<file path="src/rtl/silife_wb_loader.sv">
// Wishbone initiator that stops the Silife grid, loads or dumps every matrix row,
// and (after a load) restarts evolution with the requested CTRL value.
module silife_wb_loader #(
    parameter int          WIDTH     = 8,
    parameter int          HEIGHT    = 8,
    parameter logic [31:0] BASE_ADDR = 32'h3000_0000,
    parameter int          TIMEOUT   = 255
) (
    input  logic             clk,
    input  logic             reset,
    input  logic             cmd_start,
    input  logic             cmd_mode,
    input  logic [2:0]       cmd_ctrl,
    input  logic [WIDTH-1:0] row_data,
    input  logic             row_valid,
    output logic             row_ready,
    output logic [WIDTH-1:0] dump_data,
    output logic             dump_valid,
    output logic             busy,
    output logic             done,
    output logic             error,
    output logic             o_wb_cyc,
    output logic             o_wb_stb,
    output logic             o_wb_we,
    output logic [31:0]      o_wb_addr,
    output logic [31:0]      o_wb_data,
    input  logic             i_wb_ack,
    input  logic [31:0]      i_wb_data
);

    localparam int CW = (HEIGHT > 1) ? $clog2(HEIGHT) : 1;
    localparam int TW = (TIMEOUT > 0) ? $clog2(TIMEOUT + 1) : 1;
    localparam logic [CW-1:0] LAST_ROW  = CW'(HEIGHT - 1);
    localparam logic [TW-1:0] TO_LIMIT  = TW'(TIMEOUT);
    localparam logic [31:0]   CTRL_ADDR = BASE_ADDR;
    localparam logic [31:0]   ROW_BASE  = BASE_ADDR + 32'h1000;

    typedef enum logic [2:0] {
        IDLE, STOP, ROW_WAIT, ROW_XFER, START, DONE, ERROR
    } state_t;

    state_t          state;
    logic            mode;
    logic [2:0]      ctrl;
    logic [CW-1:0]   row_cnt;
    logic [31:0]     row_buf;
    logic [TW-1:0]   to_cnt;

    logic            launch_we;
    logic [31:0]     launch_addr;
    logic [31:0]     launch_data;

    // Only the low WIDTH bits of read data are consumed.
    logic unused_rdata;
    assign unused_rdata = ^i_wb_data;

    assign row_ready = (state == ROW_WAIT);

    // Request presented when the bus states open a new transaction.
    always_comb begin
        launch_we   = 1'b0;
        launch_addr = CTRL_ADDR;
        launch_data = '0;
        case (state)
            STOP: begin
                launch_we   = 1'b1;
                launch_addr = CTRL_ADDR;
                launch_data = '0;
            end
            ROW_XFER: begin
                launch_we   = ~mode;
                launch_addr = ROW_BASE + (32'(row_cnt) << 2);
                launch_data = mode ? '0 : row_buf;
            end
            START: begin
                launch_we   = 1'b1;
                launch_addr = CTRL_ADDR;
                launch_data = {29'b0, ctrl};
            end
            default: ;
        endcase
    end

    always_ff @(posedge clk) begin
        if (reset) begin
            state      <= IDLE;
            mode       <= 1'b0;
            ctrl       <= '0;
            row_cnt    <= '0;
            row_buf    <= '0;
            to_cnt     <= '0;
            busy       <= 1'b0;
            done       <= 1'b0;
            error      <= 1'b0;
            dump_valid <= 1'b0;
            dump_data  <= '0;
            o_wb_cyc   <= 1'b0;
            o_wb_stb   <= 1'b0;
            o_wb_we    <= 1'b0;
            o_wb_addr  <= '0;
            o_wb_data  <= '0;
        end else begin
            done       <= 1'b0;
            error      <= 1'b0;
            dump_valid <= 1'b0;
            case (state)
                IDLE: begin
                    if (cmd_start) begin
                        mode    <= cmd_mode;
                        ctrl    <= cmd_ctrl;
                        row_cnt <= '0;
                        busy    <= 1'b1;
                        state   <= STOP;
                    end
                end
                ROW_WAIT: begin
                    if (row_valid) begin
                        row_buf <= 32'(row_data);
                        state   <= ROW_XFER;
                    end
                end
                // Bus states: open a transaction while cyc is low, then wait for
                // ack or timeout. cyc drops on completion, so the next bus state
                // always sees one idle cycle before it launches.
                STOP, ROW_XFER, START: begin
                    if (!o_wb_cyc) begin
                        o_wb_cyc  <= 1'b1;
                        o_wb_stb  <= 1'b1;
                        o_wb_we   <= launch_we;
                        o_wb_addr <= launch_addr;
                        o_wb_data <= launch_data;
                        to_cnt    <= '0;
                    end else if (i_wb_ack) begin
                        o_wb_cyc <= 1'b0;
                        o_wb_stb <= 1'b0;
                        o_wb_we  <= 1'b0;
                        case (state)
                            STOP:  state <= mode ? ROW_XFER : ROW_WAIT;
                            START: state <= DONE;
                            default: begin
                                if (mode) begin
                                    dump_data  <= i_wb_data[WIDTH-1:0];
                                    dump_valid <= 1'b1;
                                end
                                if (row_cnt == LAST_ROW) begin
                                    state <= mode ? DONE : START;
                                end else begin
                                    row_cnt <= row_cnt + 1'b1;
                                    state   <= mode ? ROW_XFER : ROW_WAIT;
                                end
                            end
                        endcase
                    end else if (to_cnt == TO_LIMIT) begin
                        o_wb_cyc <= 1'b0;
                        o_wb_stb <= 1'b0;
                        o_wb_we  <= 1'b0;
                        state    <= ERROR;
                    end else begin
                        to_cnt <= to_cnt + 1'b1;
                    end
                end
                DONE: begin
                    done  <= 1'b1;
                    busy  <= 1'b0;
                    state <= IDLE;
                end
                ERROR: begin
                    error <= 1'b1;
                    busy  <= 1'b0;
                    state <= IDLE;
                end
                default: state <= IDLE;
            endcase
        end
    end

endmodule
</file>
<file path="config.mk">
export PLATFORM = sky130hd
export DESIGN_NAME = silife_wb_loader
export DESIGN_NICKNAME = d
export VERILOG_FILES = /design/src/rtl/silife_wb_loader.sv
export SDC_FILE = /design/constraint.sdc
export NUM_CORES = 1
export LEC_CHECK = 0
export BUFFER_PORTS_ARGS = -buffer_cell sky130_fd_sc_hd__clkbuf_2
export CAP_MARGIN = 40
export CORE_ASPECT_RATIO = 1.4
export CORE_MARGIN = 3
export CORE_UTILIZATION = 46
export DETAILED_ROUTE_END_ITERATION = 16
export HOLD_SLACK_MARGIN = 0.15
export PLACE_DENSITY = 0.84
export RECOVER_POWER = 50
export SKIP_CTS_REPAIR_TIMING = 1
export SYNTH_ARGS = -nofsm -noshare
export SYNTH_HDL_FRONTEND = slang
export SYNTH_SLANG_ARGS = --single-unit
</file>
<file path="constraint.sdc">
create_clock -name clk -period 2.15 [get_ports clk]
set_input_delay 0 -clock clk [delete_from_list [all_inputs] [get_ports clk]]
set_output_delay 0 -clock clk [all_outputs]
set_load 0.005 [all_outputs]
</file>
======== Word level (Yosys, flattened, before mapping) ========
Cells that the tools add are included.
storage, ports and cells
  register bits after elaboration ......... 105
  input port bits ......................... 49
  output and inout bits ................... 80
cells by class
  $add $sub $neg .......................... 3
  equal/unequal tests ..................... 18
  multiplexer cells ....................... 35
  bitwise operators ....................... 5
  reductions and logical operators ........ 16
operator list
  operator                                        count
  two-way mux 3 bit                               11
  two-way mux 8 bit                               4
  adder 30 x 5 -> 31 bit (first input constant)   1
  two-way mux 31 bit                              1
  inequality test 2 bit (second input constant)   8
  case mux 8 bit (2 select lines)                 1
  two-way mux 1 bit                               13
  == test 3 bit (second input constant)           4
  case mux 3 bit (2 select lines)                 2
  AND reduction 2 bit                             5
  case mux 3 bit (3 select lines)                 1
  adder 8 x 1 -> 8 bit (second input constant)    1
  == test 8 bit (second input constant)           1
  == test 3 x 2 -> 1 bit (second input constant)  2
  AND reduction 6 bit                             1
  OR reduction 6 bit                              1
  inverter 1 bit                                  5
  AND reduction 5 bit                             1
  case mux 1 bit (2 select lines)                 2
  AND reduction 4 bit                             1
  nonzero test 2 bit                              2
  OR reduction 2 bit                              2
  adder 3 x 1 -> 3 bit (second input constant)    1
  == test 3 x 1 -> 1 bit (second input constant)  1
  5 further kinds                                 5

======== Longest topological paths before layout ========
Gate-level depths: netlist of the first run.
  depth after elaboration ................. 6
  mapped depth ............................ 6

======== Worst setup path before layout of the first run ========
OpenSTA, ideal clock, no wires.
  path kind ............................... register to register
  start point ............................. register row_cnt[0]
  end point ............................... register row_cnt[0]
  library setup time ...................... 71 ps
  arrival ................................. 1689 ps
  data required time ...................... 2079 ps
  setup slack ............................. 391 ps
  cell stages (with the launch flop) ...... 7
  cell sequence ........................... dfxtp_1 > ha_1 > ha_1 > or3_1 > a21o_1 > or3_1 > a21oi_1
between the ends
  word-level cells in the longest chain between the ends .. 6
  elaborated cells on any way between the ends .. 9
  classes of those cells .................. 1 x add/sub; 2 x eq/ne; 5 x mux; 1 x reduce/logical
ends and longest elaborated chain
  element                          line  text
  start: declaration               45    logic [CW-1:0] row_cnt;
  start signal: assignment         148   row_cnt <= row_cnt + 1'b1;
  adder 3 x 1 -> 3 bit             148
  two-way mux 3 bit                145   if (row_cnt == LAST_ROW) begin
  two-way mux 3 bit                137   case (state)
  two-way mux 3 bit                133   end else if (i_wb_ack) begin
  two-way mux 3 bit                126   if (!o_wb_cyc) begin
  case mux 3 bit (2 select lines)  106   case (state)
Parallel ways exist; a longest one is shown, timed or not. The select of a mux whose other input is x is not followed.
A chain may end at the register's enable or synchronous reset.

======== Final worst setup path of the first run ========
Same ends and word-level chain as after synthesis.

==> reports/results.ini, run 1 <==
[outcome]
status = finished clean

[routing]
drtAntennaViolNets = 0
drtIter0Drc = 68
drc_errors = 0
vias = 2160
avgRoutedWirePerCell_um = 12.9
dr.pass1.iters = 4
viasPerCell = 4.95
drt-total-wl_mm = 5.64

[timing]
rsz0062_at_grt = no
hold_viol_final = 0
max_slew_margin_pct = 60.7
tns_ns = 0
min_period_ns = 1.95
hold_slack_ns = 0.106
fin_crit_sh_pct = 90.9
setup_viol = 0
fin_skew_ns = 0.00745
drv_slew = 0
tightest_slew_ns = 0.589
max_freq_ghz = 0.512

[synth]
synth_top_area_share_pct = 40.8
netlist_area_mm2 = 0.00265
ys_seq_area_share_pct = 40.8
ys_warn_count = 0
avgSynthCellArea_um2 = 9.16
netlist_top_cells_count = dfxtp_1, buf_4, nor2_1
ys_async_sr_fraction_pct = 0
netlist_top_cells_area = dfxtp_1, buf_4, mux2i_1
synth-seq-cells = 54
postSynthCellCount = 289
synth_most_common_cell = dfxtp_1
synth_flop_cell = dfxtp_1
synth_edf_count = 0
yosys.area.top_type = dfxtp_1
ys_types = 52

[clocking]
tritoncts = built
cts.sinks = 54
htree_levels = 2
clock_latency_ns = 0.30
path_clk_slew_ns = 0.09
numCtsBuffers = 5
cts_root_buf = clkbuf_8
clock_path_buffers = 2

[final_layout]
nNetsFinal = 419
area_delta_synth_final_pct = 16.4
antennaDiodeCount = 0
final_layout_size_suffix_gt1_share_pct = 17.4
fin_area_mm2 = 0.00308
n_fill_cell = 474
stdcell_count = 436
fin_util_pct = 55.8

[critical_path]
worstSetupPathType = reg2reg
reg2reg_depth = 6
startpoint_type = register
cp-end-kind = register
cp_data_arrival_time_ns = 2.19
critPathMaxFanout = 4
required_ns = 2.38

[hold_path]
hold_path_depth = 5
holdCritPathClass = in2reg

[pwr]
worst_ir_drop_vdd_mv = 0.651
power.density_mw_per_mm2 = 812
p_leak_uw = 0.00132

[placed_design]
dp_cells = 408
dp_hpwl_mm = 4.03
placed_area_mm2 = 0.00282
gp_congestion = 0.852
io_buffers = 54

[grt]
grt_pass1_vias = 1818
grt_first_pass_wirelength_mm = 8.13
grt_overflow = 0
antenna_found_initial = 0
grt_max_degree = 26
grt_use_total_pct = 14.9

[flow_run]
cap_viol_max_count = 0

[floorplanning]
die_area_mm2 = 0.00671
initial_utilization_pct = 47.9
coreArea_mm2 = 0.00553
die_w_um = 70.1
ioPinCount = 129
die_h_um = 95.8
std_cell_rows = 32

## metal layers
layer,GRT usage (%),vias up,part of all wire [%]
met5,0,-,0
met4,6.87,0,2.3
met3,2.09,10,4.9
met2,30.4,77,56
met1,14.7,1026,37
li1,-,1047,-
## metrics by stage
step | total power (uW) | worst slack (ns)
finish | 2500 | 0.197
global route | 2650 | 0.0943
CTS | 2500 | 0.199
detailed placement | 1940 | 0.235
global placement | 1920 | 0.270
floorplan | 1800 | 0.391
## cell usage in the layout (no fill, tap or decap), types with 4 or more instances in the layout
cell type | netlist | final
dlygate4sd3_1 | 0 | 20
mux2i_1 | 26 | 26
buf_4 | 52 | 6
dfxtp_1 | 54 | 54
conb_1 | 1 | 50
nand2_1 | 16 | 16
clkbuf_2 | 0 | 40
clkbuf_1 | 5 | 19
o21ai_0 | 9 | 9
nor2_1 | 41 | 41
a22oi_1 | 4 | 4
a22o_1 | 7 | 7
a21oi_1 | 12 | 12
clkbuf_8 | 0 | 6
## final cells by class
class	instances	area (um^2)	area share (%)
flip-flops and latches	54	1080	35.1
inverters	2	7.51	0.244
clock inverters	1	5.00	0.162
multi-input cells	220	1300	42.3
well taps	68	85.1	2.76
repair buffers	84	513	16.6
clock buffers	7	86.3	2.80
## worst paths after layout
check / startpoint / to / slack, ns
max: row_cnt[0]$_SDFFE_PP0P_ / row_cnt[0]$_SDFFE_PP0P_ / 0.20
min: cmd_start / busy$_SDFFE_PP0P_ / 0.11
max reg2reg: row_cnt[0]$_SDFFE_PP0P_ / row_cnt[0]$_SDFFE_PP0P_ / 0.20
min reg2reg: o_wb_addr[12]$_SDFFE_PP0P_ / o_wb_addr[12]$_SDFFE_PP0P_ / 0.46
## flip-flops by register name, indices dropped and copies added (netlist names)
name	count
to_cnt	8
row_buf	8
dump_data	8
error	1
mode	1
state	3
row_cnt	3
o_wb_stb	1
o_wb_addr	5
done	1
o_wb_data	8
ctrl	3
o_wb_we	1
o_wb_cyc	1
busy	1
dump_valid	1
## worst max-delay path: stages, from the launching register on
cell     delay (ns)
dfxtp_1        0.35
ha_1           0.20
ha_1           0.23
or3_1          0.39
a21o_1         0.26
or3_1          0.32
a21oi_1        0.12
## power by group
group	internal, uW	switching [uW]	total (uW)	leakage (uW)
clock network	261	311	571	0.0000482
registers	1090	98.9	1190	0.000437
logic	313	429	742	0.000830
total	1660	839	2500	0.00132
## logic make-up (layout without fill, tap and decap cells)
| logic type | count (synthesis) | count (layout) | share of synthesized area, % |
|---|---|---|---|
| xor+xnor | 4 | 4 | 1.32 |
| compound gates | 49 | 49 | 13.1 |
| buf+inv | 64 | 94 | 16.9 |
| flops | 54 | 54 | 40.8 |
| mux | 27 | 27 | 10.3 |
| other cells | 1 | 50 | 0.142 |
| simple gates | 87 | 87 | 16.0 |
| fa+ha+maj | 3 | 3 | 1.42 |
Note: power is estimated with default switching activity, not from simulation.
==> run 2: changes to the inputs <==
--- a/config.mk
+++ b/config.mk
@@ -14,7 +14,7 @@
 export HOLD_SLACK_MARGIN = 0.15
 export PLACE_DENSITY = 0.84
 export RECOVER_POWER = 50
-export SKIP_CTS_REPAIR_TIMING = 1
+export REMOVE_ABC_BUFFERS = 1
 export SYNTH_ARGS = -nofsm -noshare
 export SYNTH_HDL_FRONTEND = slang
 export SYNTH_SLANG_ARGS = --single-unit
==> constraint.sdc (replaced) <==
create_clock -name clk -period 2.18 [get_ports clk]
set_input_delay 0 -clock clk [delete_from_list [all_inputs] [get_ports clk]]
set_output_delay 0 -clock clk [all_outputs]
set_load 0.005 [all_outputs]
==> reports/results.ini, run 2 (synthesis gave the netlist of run 1 again) <==
[outcome]
status = finished clean

[floorplanning]
ioPinCount = 129  ; unchanged
die_w_um = 70.1  ; unchanged
coreArea_mm2 = 0.00553  ; unchanged
die_area_mm2 = 0.00671  ; unchanged
initial_utilization_pct = 47.9  ; unchanged
die_h_um = 95.8  ; unchanged
std_cell_rows = 32  ; unchanged

[clocking]
htree_levels = 2  ; unchanged
cts_root_buf = clkbuf_8
cts.sinks = 54  ; unchanged
clock_latency_ns = 0.30  ; about the same
numCtsBuffers = 5  ; unchanged
clock_path_buffers = 2  ; unchanged
tritoncts = built
path_clk_slew_ns = 0.09  ; about the same

[routing]
vias = 2116  ; -2.0%
drtIter0Drc = 53  ; -22%
drc_errors = 0  ; unchanged
drtAntennaViolNets = 0  ; unchanged
drt-total-wl_mm = 5.65  ; +0.12%
avgRoutedWirePerCell_um = 12.9  ; -0.56%
viasPerCell = 4.82  ; -2.7%
dr.pass1.iters = 4  ; unchanged

[critical_path]
worstSetupPathType = reg2reg
crit_buf_inv = 0  ; unchanged
startpoint_type = register
required_ns = 2.42  ; +0.04 ns
worst_path_max_delay_cell = or3_1
r2r_slack_ns = 0.22  ; +0.03 ns
cp_cell_sequence = ha_1, ha_1, or3_1, a21o_1, or3_1, a21oi_1
r2r-end = row_cnt[0]$_SDFFE_PP0P_
worstReg2RegStart = row_cnt[0]$_SDFFE_PP0P_
cp_top_family = simple AND/OR/NAND/NOR gates
critPathMaxFanout = 4  ; unchanged
slowest_delay_ns = 0.38  ; about the same
reg2reg_depth = 6  ; unchanged
cp_data_arrival_time_ns = 2.19  ; about the same
cp-end-kind = register

[timing]
max_slew_margin_pct = 59.8  ; -0.91 points
rsz0062_at_grt = no
tightest_slew_ns = 0.603  ; +0.0136 ns
max_freq_ghz = 0.511  ; about the same
tns_ns = 0  ; unchanged
drv_slew = 0  ; unchanged
fin_crit_sh_pct = 89.7  ; -1.2 points
hold_viol_final = 0  ; unchanged
min_period_ns = 1.96  ; +0.00179 ns
fin_skew_ns = 0.00509  ; -0.00236 ns
setup_viol = 0  ; unchanged
setup_ws_ns = 0.225  ; +0.0282 ns

[grt]
antenna_found_initial = 0  ; unchanged
grt_use_total_pct = 17.0  ; +2.0 points
grtUsageMet3_pct = 2.93  ; +0.84 points
use_met2_pct = 32.2  ; +1.7 points
grt_overflow = 0  ; unchanged
met1_usage_pct = 18.3  ; +3.7 points
grt_pass1_vias = 1996  ; +9.8%
busiest_layer = met2
grt_max_degree = 34  ; +31%
grt_first_pass_wirelength_mm = 9.22  ; +13%

[final_layout]
antennaDiodeCount = 0  ; unchanged
most-common-layout-cells = dfxtp_1, conb_1, nor2_1
multiInputGateArea_mm2 = 0.00130  ; -0.19%
final_layout_size_suffix_gt1_share_pct = 16.2  ; -1.2 points
nNetsFinal = 422  ; +0.72%
n_fill_cell = 514  ; +8.4%
regArea_mm2 = 0.00108  ; unchanged
area_delta_synth_final_pct = 17.6
final_common_cell = dfxtp_1

[pwr]
p_leak_uw = 0.00131  ; -0.22%
worst_ir_drop_vdd_mv = 0.658  ; +1.1%
power.density_mw_per_mm2 = 805  ; -0.86%

[placed_design]
io_buffers = 54  ; unchanged
dp_hpwl_mm = 4.06  ; +0.86%
gp_congestion = 0.885  ; +3.8%
dp_worst_setup_slack_ns = 0.244  ; +0.00914 ns

[hold_path]
hp-start = row_valid
hold_path_depth = 5  ; unchanged
min_to = state[1]$_SDFFE_PP0P_
holdCritPathClass = in2reg

[flow_run]
cap_viol_max_count = 0  ; unchanged

## run 2: cell count changes in the layout (fill, tap and decap cells not counted)
cell           previous run  this run
or3b_1                    0         1
clkbuf_1                 19        21
buf_4                     6         8
clkbuf_2                 40        34
buf_1                     0         1
or3b_4                    1         0
clkinvlp_4                0         1
dlygate4sd3_1            20        23
## run 2: how the worst max path moves through the flow
stage	slack [ns]	cells after the start	end	from
floorplan	0.37	5	to_cnt[1]$_SDFFE_PP0P_	state[2]$_SDFFE_PP0P_
global placement	0.30	6	row_cnt[0]$_SDFFE_PP0P_	row_cnt[0]$_SDFFE_PP0P_
detailed placement	0.24	6	row_cnt[0]$_SDFFE_PP0P_	row_cnt[0]$_SDFFE_PP0P_
CTS	0.21	6	row_cnt[0]$_SDFFE_PP0P_	row_cnt[0]$_SDFFE_PP0P_
global route	0.12	6	state[2]$_SDFFE_PP0P_	state[1]$_SDFFE_PP0P_
finish	0.22	6	row_cnt[0]$_SDFFE_PP0P_	row_cnt[0]$_SDFFE_PP0P_
## run 2: what timing repair did
action                                  4_1_cts  5_1_grt
buffers inserted                              0        0
hold buffers                                 23        0
resized for setup                             0        0
endpoints found under the setup margin        0        0
hold endpoints to repair                     26        0
## run 2: layout make-up
cell class	count	area share, %
Multi-Input combinational cell	220	41.8
Clock inverter	2	0.402
Tap cell	68	2.73
Sequential cell	54	34.7
Clock buffer	6	2.65
Timing Repair Buffer	87	17.4
Inverter	2	0.241
## run 2: worst reg2reg max path, stage by stage (launching register included)
cell and delay (ns):
dfxtp_1 0.35, ha_1 0.22, ha_1 0.24, or3_1 0.38, a21o_1 0.25, or3_1 0.32
a21oi_1 0.13
## run 2: layer usage
metal	share of wire, %	vias up
li1	-	1049
met1	38	984
met2	55	76
met3	5.2	7
met4	1.6	0
met5	0	-
## run 2: per-stage QoR
step	std cells	hold slack (ns)	total power (uW)	cell area (um^2)	utilization (%)
floorplan	276	0.0691	1660	2390	-
global placement	408	0.235	1910	2820	51.1
detailed placement	408	0.243	1940	2820	51.1
CTS	439	0.365	2530	3150	57.0
global route	439	0.415	2660	3110	56.3
finish	439	0.366	2510	3110	56.3
## run 2: where the power goes
group	switching, uW	internal (uW)
clock network	317	256
logic	455	323
registers	79.2	1080
total	852	1650
